$ cat src/rtl/edge_count_window.sv
// Gated edge counter: counts synchronised rising edges of signal_in over
// back-to-back windows of `period` clocks and publishes each window's total.
module edge_count_window #(
    parameter int SYNC_STAGES = 2,
    parameter int COUNT_W     = 8,
    parameter int PERIOD_W    = 16
) (
    input  logic                clk,
    input  logic                rst_n,
    input  logic                ena,
    input  logic                signal_in,
    input  logic [PERIOD_W-1:0] period,
    output logic [COUNT_W-1:0]  count_out,
    output logic                valid,
    output logic                overflow
);

    typedef enum logic {
        IDLE = 1'b0,
        GATE = 1'b1
    } state_t;

    logic [SYNC_STAGES-1:0] sync_q;
    logic                   hist_q;
    logic                   edge_det;

    state_t                 state_q;
    logic [PERIOD_W-1:0]    len_q;
    logic [PERIOD_W-1:0]    timer_q;
    logic [COUNT_W-1:0]     cnt_q;
    logic                   sat_q;
    logic [COUNT_W-1:0]     count_q;
    logic                   valid_q;
    logic                   ovf_q;

    logic [PERIOD_W-1:0]    last_tick;
    logic                   win_end;
    logic                   cnt_full;
    logic [COUNT_W-1:0]     cnt_d;
    logic                   sat_d;

    // Synchroniser and history run even when disabled so re-enable sees no stale edge.
    always_ff @(posedge clk or negedge rst_n) begin
        if (!rst_n) begin
            sync_q <= '0;
            hist_q <= 1'b0;
        end else begin
            sync_q <= {sync_q[SYNC_STAGES-2:0], signal_in};
            hist_q <= sync_q[SYNC_STAGES-1];
        end
    end

    assign edge_det  = sync_q[SYNC_STAGES-1] & ~hist_q;

    // A latched length of 0 behaves as 1, so the last tick is timer 0.
    assign last_tick = (len_q == '0) ? '0 : len_q - PERIOD_W'(1);
    assign win_end   = (timer_q == last_tick);
    assign cnt_full  = &cnt_q;
    assign cnt_d     = (edge_det && !cnt_full) ? cnt_q + COUNT_W'(1) : cnt_q;
    assign sat_d     = sat_q | (edge_det & cnt_full);

    always_ff @(posedge clk or negedge rst_n) begin
        if (!rst_n) begin
            state_q <= IDLE;
            len_q   <= '0;
            timer_q <= '0;
            cnt_q   <= '0;
            sat_q   <= 1'b0;
            count_q <= '0;
            valid_q <= 1'b0;
            ovf_q   <= 1'b0;
        end else begin
            valid_q <= 1'b0;
            case (state_q)
                IDLE: begin
                    timer_q <= '0;
                    cnt_q   <= '0;
                    sat_q   <= 1'b0;
                    if (ena) begin
                        state_q <= GATE;
                        len_q   <= period;
                    end
                end
                GATE: begin
                    if (!ena) begin
                        state_q <= IDLE;
                        timer_q <= '0;
                        cnt_q   <= '0;
                        sat_q   <= 1'b0;
                    end else if (win_end) begin
                        // Closing-cycle edge belongs to this window; next window starts immediately.
                        count_q <= cnt_d;
                        ovf_q   <= sat_d;
                        valid_q <= 1'b1;
                        timer_q <= '0;
                        cnt_q   <= '0;
                        sat_q   <= 1'b0;
                        len_q   <= period;
                    end else begin
                        timer_q <= timer_q + PERIOD_W'(1);
                        cnt_q   <= cnt_d;
                        sat_q   <= sat_d;
                    end
                end
            endcase
        end
    end

    assign count_out = count_q;
    assign valid     = valid_q;
    assign overflow  = ovf_q;

endmodule

$ cat config.mk
export PLATFORM = sky130hd
export DESIGN_NAME = edge_count_window
export DESIGN_NICKNAME = d
export VERILOG_FILES = /design/src/rtl/edge_count_window.sv
export SDC_FILE = /design/constraint.sdc
export NUM_CORES = 1
export LEC_CHECK = 0
export ABC_CLOCK_PERIOD_IN_PS = 5300
export BUFFER_PORTS_ARGS = -buffer_cell sky130_fd_sc_hd__buf_4
export CAP_MARGIN = 10
export CORE_ASPECT_RATIO = 0.8
export CORE_MARGIN = 2
export CORE_UTILIZATION = 30
export CTS_BUF_LIST = sky130_fd_sc_hd__clkbuf_2
export DETAILED_ROUTE_END_ITERATION = 8
export RECOVER_POWER = 100
export SETUP_SLACK_MARGIN = 0.5
export SLEW_MARGIN = 20
export SYNTH_ARGS = -nofsm -noshare
export SYNTH_HDL_FRONTEND = slang
export SYNTH_SLANG_ARGS = --single-unit
$ cat constraint.sdc
create_clock -name clk -period 5.3 [get_ports clk]
set_clock_uncertainty 0.05 [all_clocks]
set_input_delay 0.53 -clock clk [delete_from_list [all_inputs] [get_ports clk]]
set_output_delay 0.53 -clock clk [all_outputs]
set_load 0.01 [all_outputs]
==> results, run 1 <==
- The I/O pin count is 30.
- For this block, the initial DRC count from the detailed router was 97.
- The critical path is of the reg -> reg type.
- The number of diodes is 0.
- Data on the critical path arrives at its endpoint at 4.53 ns.
- In this run the static leakage power is 1.38 nW.
- Buffers inserted to repair hold after CTS numbered 1.
- The half-perimeter wire length of the detailed placement result is 4900 um.
- The floorplan step defined a die boundary enclosing 11,700 um2.
- Dividing the final minimum period by the clock period gives 0.802.
- The final weighted congestion in routability-driven placement is 0.919.
- The total area inside the core boundary comes to 10,400 um2.
- The maximum vdd ir drop is 0.0798 mV.
- The cell chosen for the clock root is sky130_fd_sc_hd__clkbuf_2.
- Of the total power, the share spent switching nets is 0.325.
- The Yosys warning count is 0.
- After synthesis, the mean cell area works out to 10.1 um2.
- Global routing finished with a remaining overflow of 0.
- The largest fanout of any net on the critical path is 25.
- The total of flip-flops plus latches after synthesis is 55.
- At the pin with the least slew margin, the transition time is 2.90 ns.
- The insertion delay to the later sink of the worst-skew pair is 0.49 ns.
- Buffers added to address setup during post-CTS repair amount to 0.
- STA puts the critical path data required time at 5.58 ns.
- For this run, design rule violations remaining after detail routing come to 0.
- The power spent charging and discharging nets is 0.000263 W.
- The layout filler cell count is 1,092.
- The final count of negative-setup-slack endpoints is 0.
- The checks that failed: max-capacitance violations, max-slew violations.
- The number of endpoints with negative hold slack in the final report is 0.
- After synthesis, the share of flip-flops with an asynchronous set or reset is 1.00.
- In this run the tool buffered the top-level ports with 29 buffer cells.
- The sequential share of power is 0.596.
- Clock-pin slew was measured on the worst setup and hold paths at 0.30 ns.
- The tool flagged a number of max-cap violations equal to 1.
- The run finished, with violations left.
- The count of final max-slew check failures was 56.
- Setup repair after global routing left no endpoint under its margin.
- The net count after synthesis is 346.
- Counting along the longest clock path gives a buffer depth of 2.
- Once the clock tree was built, the resizer swapped 0 gates to a different size.
- The dominant synthesized flop cell is sky130_fd_sc_hd__dfrtp_1.
- The level count of the clock H-tree is 2.
- The worst setup path is captured at a register.
- The sequential fraction of the synthesis area is 0.423.
- The number of global-route vias before repair came to 2,336.
- The number of antenna violations at the first check in global routing was 0.
- Dividing the detail-routed via count by the number of cells gives 4.98.
- The placement-stage cell area is 3550 um2.
- Counting distinct cell types in the post-synthesis netlist gives 56.
- The CTS sink count is 55.
- Across all layers, the routed design uses 2,402 vias.
- The share of total power in combinational logic is 0.178.
- STA classifies the critical path startpoint as a register.
- The die outline width is 120 um.
- The synthesized area is 3250 um2.
- The floorplan row count is 33.
- The tightest hold path in the finished design has a slack of 0.0880 ns.
- Power spread over the standard cell area amounts to 231 nW/um2.
- The first-pass GRT wire length is 11,800 um.
- The initial utilization of the core area, before any placement, comes to 0.313.
- The final layout contains routed wiring with a total length of 7040 um.
- Timing would allow up to 235 MHz.
- The area growth from synthesis to layout is 7.85%.
- The setup slack after placement is 1.07 ns.
- The internal portion of total power is 0.000546 W.
- Counting every instance in the synthesized netlist gives 323.
- In this run the tightest slew margin relative to its limit is -0.930.
- The final worst slack is 1.05 ns.
- The pin count of the biggest net entering global routing is 56.
- Yosys mapped a number of flops with a built-in enable equal to 0.
- The final period demand of the worst path is 4.25 ns.
- The clock buffer count from CTS is 5.
- The total number of nets in the final design is 364.
- The area of all placed cells without fillers is 3510 um2.
- Across all register-to-register paths, the minimum setup slack is 1.05 ns.
- The clock share of power is 0.226.
- The total routing usage reported by global routing is 0.124.
- The first-pass iteration count of the detailed router is 4.
- The worst min-delay path class is in -> reg.
- TritonCTS built the clock tree.
- The setup total negative slack is 0 ns.
- Measured along the y axis, the die boundary spans 97.1 um.
- Dividing the detail-routed wire length by the instance count gives 14.6 um.
- The number of nets still failing antenna checks after routing is 0.
- The share of cells above drive strength 1 is 0.117.
metrics by stage:
step	instances	total power (W)	utilization
finish	482	0.000809	0.337
global route	482	0.000858	0.337
CTS	482	0.000829	0.347
detailed placement	473	0.000642	0.341
global placement	473	0.000637	0.341
floorplan	323	0.000600	-
cell families after synthesis:
family,count (synthesis),synth area share
mux,28,0.104
xor+xnor,36,0.101
fa+ha+maj,3,0.0115
simple gates,121,0.209
compound gates,41,0.0935
buf+inv,39,0.0577
flops,55,0.423
sequential cells by signal, summed over array words and instances (netlist names):
name and count:
sync_q 2, valid 1, timer_q 16, cnt_q 8
sat_q 1, count_out 8, state_q 1, hist_q 1
overflow 1, len_q 16
cell usage after synthesis (2+ instances only):
master / instances / area, um2
sky130_fd_sc_hd__dfrtp_1: 55 / 1380
sky130_fd_sc_hd__nor3_1: 27 / 135
sky130_fd_sc_hd__nor2_1: 18 / 67.6
sky130_fd_sc_hd__xnor2_1: 18 / 158
sky130_fd_sc_hd__inv_1: 17 / 63.8
sky130_fd_sc_hd__nand2_1: 17 / 63.8
sky130_fd_sc_hd__xor2_1: 17 / 149
sky130_fd_sc_hd__clkbuf_1: 14 / 52.6
sky130_fd_sc_hd__mux2i_1: 11 / 110
sky130_fd_sc_hd__nand3_1: 11 / 55.1
sky130_fd_sc_hd__a21oi_1: 10 / 50.1
sky130_fd_sc_hd__mux2_4: 10 / 150
sky130_fd_sc_hd__o21ai_0: 8 / 40.0
sky130_fd_sc_hd__and3_1: 7 / 43.8
sky130_fd_sc_hd__mux2_2: 7 / 78.8
sky130_fd_sc_hd__nand4_1: 6 / 37.5
sky130_fd_sc_hd__nor4_1: 6 / 37.5
sky130_fd_sc_hd__or3_1: 6 / 37.5
sky130_fd_sc_hd__a211oi_1: 3 / 22.5
sky130_fd_sc_hd__ha_1: 3 / 37.5
sky130_fd_sc_hd__nor3b_1: 3 / 22.5
sky130_fd_sc_hd__o31a_1: 3 / 26.3
sky130_fd_sc_hd__or4_4: 3 / 33.8
sky130_fd_sc_hd__a211o_1: 2 / 17.5
sky130_fd_sc_hd__a31oi_1: 2 / 12.5
sky130_fd_sc_hd__buf_4: 2 / 15.0
sky130_fd_sc_hd__buf_6: 2 / 22.5
sky130_fd_sc_hd__nand2b_1: 2 / 12.5
sky130_fd_sc_hd__nand4b_1: 2 / 17.5
sky130_fd_sc_hd__nor2b_1: 2 / 12.5
sky130_fd_sc_hd__o31ai_1: 2 / 15.0
sky130_fd_sc_hd__o32ai_1: 2 / 17.5
sky130_fd_sc_hd__or4_1: 2 / 15.0
area by class of cell:
| cell class | count | area [um2] | share of cell area |
|---|---|---|---|
| Multi-Input combinational cell | 229 | 1650 | 0.470 |
| Tap cell | 140 | 175 | 0.0499 |
| Clock buffer | 5 | 25.0 | 0.00713 |
| Inverter | 17 | 63.8 | 0.0182 |
| Clock inverter | 3 | 21.3 | 0.00606 |
| Timing Repair Buffer | 33 | 198 | 0.0563 |
| Sequential cell | 55 | 1380 | 0.392 |
layout by cell type (no fill, tap or decap), drive strengths merged, types with 3 or more instances in the layout:
master and n:
o31a 3, dfrtp 55, nand4 6, a21oi 10, a211oi 4, nor3b 3
nor4 7, or4 5, nor2 18, nand2 17, buf 17, or3 6
o21ai 8, nor3 28, mux2 17, inv 19, clkbuf 20, mux2i 11
xnor2 18, nand3 11, and3 8, xor2 17, ha 3
power by group through the flow:
stage / registers [W] / clock network [W] / logic (W)
finish: 0.000482 / 0.000183 / 0.000144
global route: 0.000489 / 0.000209 / 0.000159
CTS: 0.000482 / 0.000192 / 0.000155
detailed placement: 0.000489 / 0 / 0.000153
global placement: 0.000487 / 0 / 0.000150
floorplan: 0.000464 / 0 / 0.000136
per-layer routing:
metal	up-vias	share of wire	global-route usage	wire length [um]
li1	1192	-	-	-
met2	33	0.43	0.174	3000
met3	6	0.031	0.0246	217
met5	-	0	0	0
met4	0	0.011	0.0429	80
met1	1171	0.53	0.189	3740
path summary, 6_finish.rpt:
| check | end | from | cells past startpoint |
|---|---|---|---|
| max in group asynchronous | len_q[7] | rst_n | 2 |
| hold / removal | sync_q[0] | signal_in | 1 |
| hold reg to reg | sync_q[1] | sync_q[0] | 0 |
| setup / recovery | timer_q[1] | len_q[0] | 11 |
| setup reg to reg | timer_q[1] | len_q[0] | 11 |
| min in group asynchronous | sync_q[0] | rst_n | 2 |
worst max-delay path, stage by stage, from the launching register on:
cell and delay [ns]:
sky130_fd_sc_hd__dfrtp_1 0.55, sky130_fd_sc_hd__inv_1 0.12, sky130_fd_sc_hd__ha_1 0.32, sky130_fd_sc_hd__or3b_1 0.50, sky130_fd_sc_hd__nor4_1 0.47, sky130_fd_sc_hd__nand2_1 0.23
sky130_fd_sc_hd__or3_1 0.39, sky130_fd_sc_hd__a21oi_1 0.18, sky130_fd_sc_hd__nand4_1 0.15, sky130_fd_sc_hd__nor3_2 0.13, sky130_fd_sc_hd__clkbuf_1 0.89, sky130_fd_sc_hd__nor3b_1 0.13
Note: power is estimated with default switching activity, not from simulation.
==> run 2: changes to the inputs <==
Settings changed: ABC_AREA set to 1, ABC_CLOCK_PERIOD_IN_PS 5300 to 4000.
Clock period 5.3 ns to 4 ns, I/O delays scaled along.
==> run 2 against run 1 <==
Compared with the run above: wire length increased by 6.4%; core utilization increased by 0.68 points; combinational power increased by 42%; largest power group unchanged; via count increased by 16%; sequential cell count unchanged; the flow still finishes with violations (max-capacitance violations, max-slew violations); clock-buffer cell count unchanged; register-to-register slack got worse by 0.23 ns; die area decreased by 1.0%; synthesized cell count increased by 39%; setup slack got worse by 0.23 ns; cell area increased by 1.6%.
==> results, run 2 <==
- The detail route stage leaves a number of antenna-violating nets equal to 0.
- The insertion delay to the later sink of the worst-skew pair is 0.51 ns.
- The number of global-route vias before repair is 2,576.
- Headroom to the max-slew limit came out at -0.957.
- From left edge to right edge, the die measures 120 um.
- In the final layout, the registers with the most flip-flops are len_q: 16 flops, timer_q: 16 flops.
- The die covers 11,600 um2.
- The largest fanout of any net on the critical path is 31.
- The floorplan die height is 96.7 um.
- The flow ran to the end, but the final reports show violations.
- In this run the power density over the cells is 301 nW/um2.
- The startpoint-to-endpoint class of the critical path is reg -> reg.
- The number of nets handed over by synthesis was 472.
- The first-pass iteration count of the detailed router is 5.
- The fraction of registers with async set or reset after synthesis is 1.00.
- The share of the synthesized area in compound gates (AO/OA/AOI/OAI) came to 0.0210.
- The clock net in this run drives a total of 55 sinks.
- The Yosys warning count is 0.
- The share of the clock period used by the worst path is 0.794.
- The clock buffer count from CTS is 5.
- The simple logic cell fraction of the synthesized area is 0.389.
- On the critical path, the stage with the largest delay is an instance of sky130_fd_sc_hd__dfrtp_1.
- The total of flip-flops plus latches after synthesis is 55.
- The clock tree from TritonCTS is yes.
- The floorplan row count is 33.
- The number of diodes is 0.
- Pin placement for this block handled 30 I/O pins.
- CTS placed an instance of sky130_fd_sc_hd__clkbuf_2 at the clock tree root.
- The setup total negative slack is 0 ns.
- The share of the Yosys chip area taken by registers is 0.428.
- After detailed routing, the total wire length is 7490 um.
- The most frequent standard cell in the layout excluding fill and tap cells is sky130_fd_sc_hd__nand2_1.
- In this run the most critical hold path is launched from period[4].
- The top cell types in the final layout, fill and taps aside, are sky130_fd_sc_hd__nand2_1, sky130_fd_sc_hd__inv_1, sky130_fd_sc_hd__nand3_1, sky130_fd_sc_hd__dfrtp_1, sky130_fd_sc_hd__nor2_1.
- In this run, the number of DRC markers left after iteration 0 of detailed routing was 188.
- Using the TritonRoute via totals, the vias-per-cell ratio works out to 4.51.
- The half-perimeter wire length of the detailed placement result is 5670 um.
- The DRC violations left is 0.
- The worst path required time is 4.34 ns.
- The synthesized-area fraction occupied by adder cells is 0.0117.
- Yosys mapped a number of flops with a built-in enable equal to 0.
- By count the netlist is led by sky130_fd_sc_hd__nand2_1, sky130_fd_sc_hd__inv_1, sky130_fd_sc_hd__dfrtp_1, sky130_fd_sc_hd__nand3_1, sky130_fd_sc_hd__nor2_1.
- The total routing usage reported by global routing is 0.134.
- Entering global routing, the biggest net connects 56 pins.
- From synthesis to final layout, the design area changed by 10.7%.
- The final weighted congestion in routability-driven placement is 0.851.
- The distinct cell type count of the synthesized netlist is 26.
- The most used flip-flop cell after synthesis is sky130_fd_sc_hd__dfrtp_1.
- Across the run, the number of max-cap violations was 1.
- The core area is 10,400 um2.
- The level count of the clock H-tree is 2.
- In this run the worst hold path is classified as in -> reg.
- The via total after detailed routing is 2,790.
- The fmax is 315 MHz.
- For the worst setup path, the data arrival time is 3.52 ns.
- The synthesized area is 3220 um2.
- The routed wire length per instance is 12.1 um.
- The combinational family with the most area after synthesis is simple AND/OR/NAND/NOR gates.
- Post-CTS timing repair inserted 0 buffers for setup.
- The checks that failed: max-capacitance violations, max-slew violations.
- The maximum vdd ir drop is 0.119 mV.
- In the final layout, the share of cells above drive strength 1 is 0.0814.
- Setup repair after global routing left no endpoint under its margin.
- The effective utilization at floorplan is 0.311.
- The average instance area after synthesis is 7.17 um2.
- Subtracting the final worst setup slack from the clock period gives 3.18 ns.
- For this design the static power due to leakage is 1.92 nW.
- The share of synthesized area spent on multiplexers is 0.
- The startpoint of the most critical setup path is len_q[0].
- The worst register-to-register path begins at len_q[0].
- The setup slack of the most critical reg-to-reg path is 0.82 ns.
- Synthesis produced 449 cells.
- The most common cell in the netlist is sky130_fd_sc_hd__nand2_1.
- The xor and xnor area share after synthesis is 0.0435.
- The first-pass GRT wire length is 12,600 um.
- The utilization after layout is 0.344.
- The critical path goes through inv_1 -> ha_1 -> nand2_1 -> nor2_1 -> nand2_2 -> nand3_1 -> nor2_1 -> nor2_1 -> nand3_1 -> nor2_1 -> nand3_4 -> nand2_4 -> nand2_1 -> nand2_1 -> nand2_1.
- By area the synthesized netlist is led by sky130_fd_sc_hd__dfrtp_1, sky130_fd_sc_hd__nand2_1, sky130_fd_sc_hd__nand3_1, sky130_fd_sc_hd__inv_1, sky130_fd_sc_hd__nor2_1.
- Setup violations remaining at the end of the flow were counted as 0.
- After clock tree synthesis, the repair step resized 0 gates.
- The buffer levels on the longest clock path is 2.
- Input and output buffers added on the ports amount to 29.
- The count of final max-slew check failures is 56.
- The total congestion overflow after global routing is 0.
- The proportion of netlist area held by the largest area contributor is 0.428.
- The capturing element type of the critical path is a register.
- The total number of nets in the final design is 501.
- The number of endpoints with negative hold slack in the final report came to 0.
- The cell type with the highest aggregate area in the netlist is sky130_fd_sc_hd__dfrtp_1.
- The number of antenna violations at the first check in global routing is 0.
- The slew at the pin with the worst max-slew slack is 2.94 ns.
- In this run, post-CTS hold repair placed 2 buffers.
- The maximum single-stage delay on the critical path is 0.45 ns.
- After clock tree synthesis, the clock-pin slew on the worst setup and hold paths is 0.29 ns.
- The kind of launch point of the worst setup path is a register.
## run 2: stage by stage
step	std cells	setup slack (ns)	cell area, um2	hold WS [ns]	power [W]
3_5_place_dp	609	1.00	3540	0.294	0.000823
4_1_cts	619	0.963	3620	0.0582	0.00108
5_1_grt	619	0.299	3560	0.0509	0.00114
2_1_floorplan	449	1.71	3220	0.0544	0.000759
3_3_place_gp	609	1.05	3540	0.289	0.000819
6_report	619	0.823	3560	0.0950	0.00107
## run 2: cell type report
| type | count | area [um2] |
|---|---|---|
| timing repair buffer | 31 | 193 |
| multi-input combinational | 311 | 1490 |
| fill | 1127 | 6800 |
| tap | 140 | 175 |
| sequential | 55 | 1380 |
| clock inverter | 3 | 31.3 |
| inverter | 74 | 278 |
| clock buffer | 5 | 25.0 |
## run 2: final timing paths
kind | to | cells after the start
max | len_q[15] | 15
min | len_q[4] | 3
max reg2reg | len_q[15] | 15
min reg2reg | sync_q[1] | 0
max in group asynchronous | len_q[9] | 2
min in group asynchronous | cnt_q[7] | 2
## run 2: logic make-up (layout without fill, tap and decap cells)
family | after synthesis | count (layout)
buf+inv | 83 | 113
simple gates | 281 | 281
fa+ha+maj | 3 | 3
flops | 55 | 55
xor+xnor | 16 | 16
compound gates | 11 | 11
## run 2: critical path: cells and delay by family (launching register included)
kind	cells	cell delay, ns
DFF	1	0.45
adders and majority gates	1	0.24
buffers and inverters	1	0.11
and+or+nand+nor	13	2.25
## run 2: metal layers
metal | up-vias | wire length, um | global-route usage
li1 | 1453 | - | -
met5 | - | 0 | 0
met3 | 4 | 369 | 0.0254
met1 | 1269 | 3990 | 0.210
met2 | 64 | 3060 | 0.186
met4 | 0 | 63 | 0.0335
## run 2: report_power, final
| group | internal [W] | switching (W) | total, W |
|---|---|---|---|
| sequential | 0.000582 | 0.0000295 | 0.000611 |
| clock | 0.0000544 | 0.000202 | 0.000256 |
| combinational | 0.0000724 | 0.000131 | 0.000204 |
| total | 0.000708 | 0.000363 | 0.00107 |
==> run 3: changes to the inputs <==
Settings changed: ABC_AREA 1 to 0, ABC_CLOCK_PERIOD_IN_PS 4000 to 2700.
Clock period 4 ns to 2.7 ns, I/O delays scaled along.
==> run 3 against run 2 <==
Compared with the run above: clock power is 39% higher; the run ends with negative setup slack left; critical endpoint is now len_q[13]; highest routed layer unchanged; sequential cell count is the same; register-to-register slack got worse by 1.5 ns.
==> results, run 3 (synthesized netlist as in run 1, its figures left out) <==
- The first-pass iteration count of the detailed router is 4.
- The cell chosen for the clock root is sky130_fd_sc_hd__clkbuf_2.
- Headroom to the max-slew limit came out at 0.0814.
- The die covers 11,700 um2.
- The worst-case IR drop observed on VDD is 0.172 mV.
- TritonCTS built the clock tree.
- The startpoint-to-endpoint class of the critical path is reg -> reg.
- The buffer levels on the longest clock path is 2.
- The number of antenna violations at the first check in global routing is 0.
- For this block, the initial DRC count from the detailed router was 126.
- In this run the worst hold path is classified as reg -> reg.
- The number of buffer cells added on primary ports is 29.
- The register clock-pin slew on the reported worst setup and hold paths is 0.30 ns.
- After the last flow step, the layout net total stands at 441.
- Along the worst path, the maximum fanout reaches 16.
- Based on the critical path, the design can be clocked at up to 299 MHz.
- In the global route stage, overall resource usage came out at 0.140.
- The flow ran to the end, but the final reports show violations.
- Across all setup checks in the final design, the least slack found is -0.640 ns.
- The die outline width is 120 um.
- In the layout the commonest cells are sky130_fd_sc_hd__buf_4, sky130_fd_sc_hd__dfrtp_1, sky130_fd_sc_hd__dlygate4sd3_1, sky130_fd_sc_hd__nor2_1, sky130_fd_sc_hd__xnor2_1.
- At the end of routability-driven placement, the weighted congestion stood at 0.898.
- In the final layout, the registers with the most flip-flops are len_q: 16 flops, timer_q: 16 flops.
- The floorplan die height is 97.1 um.
- The checks that failed: negative setup slack.
- The smallest clock period supported by the final layout is computed as 3.34 ns.
- The via density per instance is 4.93.
- Summed over all nets, the half-perimeter wirelength after detailed placement is 5600 um.
- The level count of the clock H-tree is 2.
- The capturing element type of the critical path is a register.
- Of the cells placed in the final design, the portion with a size suffix greater than 1 is 0.341.
- The placement-stage cell area is 3990 um2.
- In this run the count of I/O pins placed on the die edge is 30.
- The area of all placed cells without fillers is 4490 um2.
- Summed over all layers, the routed wires come to 8150 um.
- The region available for standard cell placement spans 10,400 um2.
- The count of final max-slew check failures is 0.
- The reported max-cap violation count is 0.
- The area growth from synthesis to layout is 38.2%.
- After detailed routing, the average wire length per cell comes to 14.6 um.
- The effective utilization at floorplan is 0.313.
- Setup repair after global routing could not meet its margin everywhere.
- The slew at the pin with the worst max-slew slack is 1.38 ns.
- The clock net in this run drives a total of 55 sinks.
- The floorplan row count is 33.
- STA puts the critical path data required time at 3.05 ns.
- In the routed design, unresolved DRC markers number 0.
- Along the worst hold path, the cell count comes to 0.
- The number of global-route vias before repair came to 2,706.
- The most frequent standard cell in the layout excluding fill and tap cells is sky130_fd_sc_hd__buf_4.
- The total power divided by cell area is 396 nW/um2.
- The first global-routing pass estimated 13,400 um of wire.
- The clock buffer count from CTS is 5.
- The number of endpoints with negative hold slack in the final report was 0.
- The kind of launch point of the worst setup path is a register.
- Counting cells, the worst reg-to-reg path comes to 9.
- The final count of negative-setup-slack endpoints is 51.
- At the worst endpoint, the arrival time is 3.69 ns.
- The number of nets still failing antenna checks after routing is 0.
- The via total after detailed routing is 2,754.
- The insertion delay to the later sink of the worst-skew pair is 0.46 ns.
- The number of diodes is 0.
- The share of the clock period used by the worst path is 1.24.
- The total overflow left after global routing is 0.
- The static leakage is 1.87 nW.
- Entering global routing, the biggest net connects 56 pins.
- Once layout is complete, the utilization of the core stands at 0.432.
-- run 3: cell types whose count changed in the layout (fill, tap and decap cells not counted), moves of 11 or more --
cell,delta
sky130_fd_sc_hd__inv_1,-58
sky130_fd_sc_hd__nor3_2,+13
sky130_fd_sc_hd__nor2_1,-25
sky130_fd_sc_hd__nand2_1,-126
sky130_fd_sc_hd__nor3_4,+11
sky130_fd_sc_hd__buf_4,+54
sky130_fd_sc_hd__nand3_1,-44
sky130_fd_sc_hd__nand4_1,-14
sky130_fd_sc_hd__mux2i_1,+11
sky130_fd_sc_hd__xnor2_1,+18
sky130_fd_sc_hd__dlygate4sd3_1,+17
-- run 3: worst max-delay path, cell delays in order (launching register included) --
cell                       delay (ns)
sky130_fd_sc_hd__dfrtp_1         0.45
sky130_fd_sc_hd__or4_4           0.54
sky130_fd_sc_hd__or4_4           0.51
sky130_fd_sc_hd__or4_4           0.43
sky130_fd_sc_hd__and3_4          0.19
sky130_fd_sc_hd__a211oi_2        0.14
sky130_fd_sc_hd__nand4_1         0.11
sky130_fd_sc_hd__o41a_1          0.37
sky130_fd_sc_hd__buf_12          0.18
sky130_fd_sc_hd__mux2_4          0.30
-- run 3: routing by layer --
layer	share of wire	track usage
met4	0.013	0.0376
met3	0.035	0.0252
met5	0	0
met2	0.46	0.214
met1	0.49	0.203
-- run 3: power by group --
part	internal (W)	switching (W)	leakage, nW
registers	0.000866	0.0000303	0.674
logic	0.000284	0.000244	1.17
clock network	0.0000714	0.000284	0.0296
total	0.00122	0.000558	1.87
-- run 3: timing repair --
item                                    4_1_cts  5_1_grt
hold buffers                                 19        0
endpoints found under the setup margin       51       51
hold endpoints to repair                     73        0
pin swaps                                     0       16
buffers inserted                              2        1
cloned                                        1        3
resized for setup                             6       41
-- run 3: metrics by stage --
stage          total power, W  instances  setup TNS (ns)  hold WS [ns]  worst slack (ns)
2_1_floorplan         0.00120        323          -27.55       -0.0756            -0.827
5_1_grt               0.00189        559          -34.09         0.335            -0.722
3_5_place_dp          0.00139        525          -25.66         0.297            -0.593
4_1_cts               0.00179        555          -27.68         0.300            -0.619
3_3_place_gp          0.00139        525          -24.07         0.285            -0.573
6_report              0.00178        559          -29.73         0.346            -0.640
-- run 3: worst paths after layout --
| check | slack, ns | startpoint | to |
|---|---|---|---|
| max | -0.64 | len_q[3] | len_q[13] |
| min | 0.35 | sync_q[0] | sync_q[1] |
| max reg2reg | -0.64 | len_q[3] | len_q[13] |
| min reg2reg | 0.35 | sync_q[0] | sync_q[1] |
| max in group asynchronous | 1.23 | rst_n | timer_q[2] |
| min in group asynchronous | 0.55 | rst_n | timer_q[4] |
-- run 3: cell type report --
| class | instances | area [um2] |
|---|---|---|
| timing repair buffer | 110 | 913 |
| sequential | 55 | 1380 |
| fill | 1024 | 5910 |
| tap | 140 | 175 |
| clock inverter | 2 | 16.3 |
| clock buffer | 6 | 30.0 |
| multi-input combinational | 229 | 1920 |
| inverter | 17 | 63.8 |
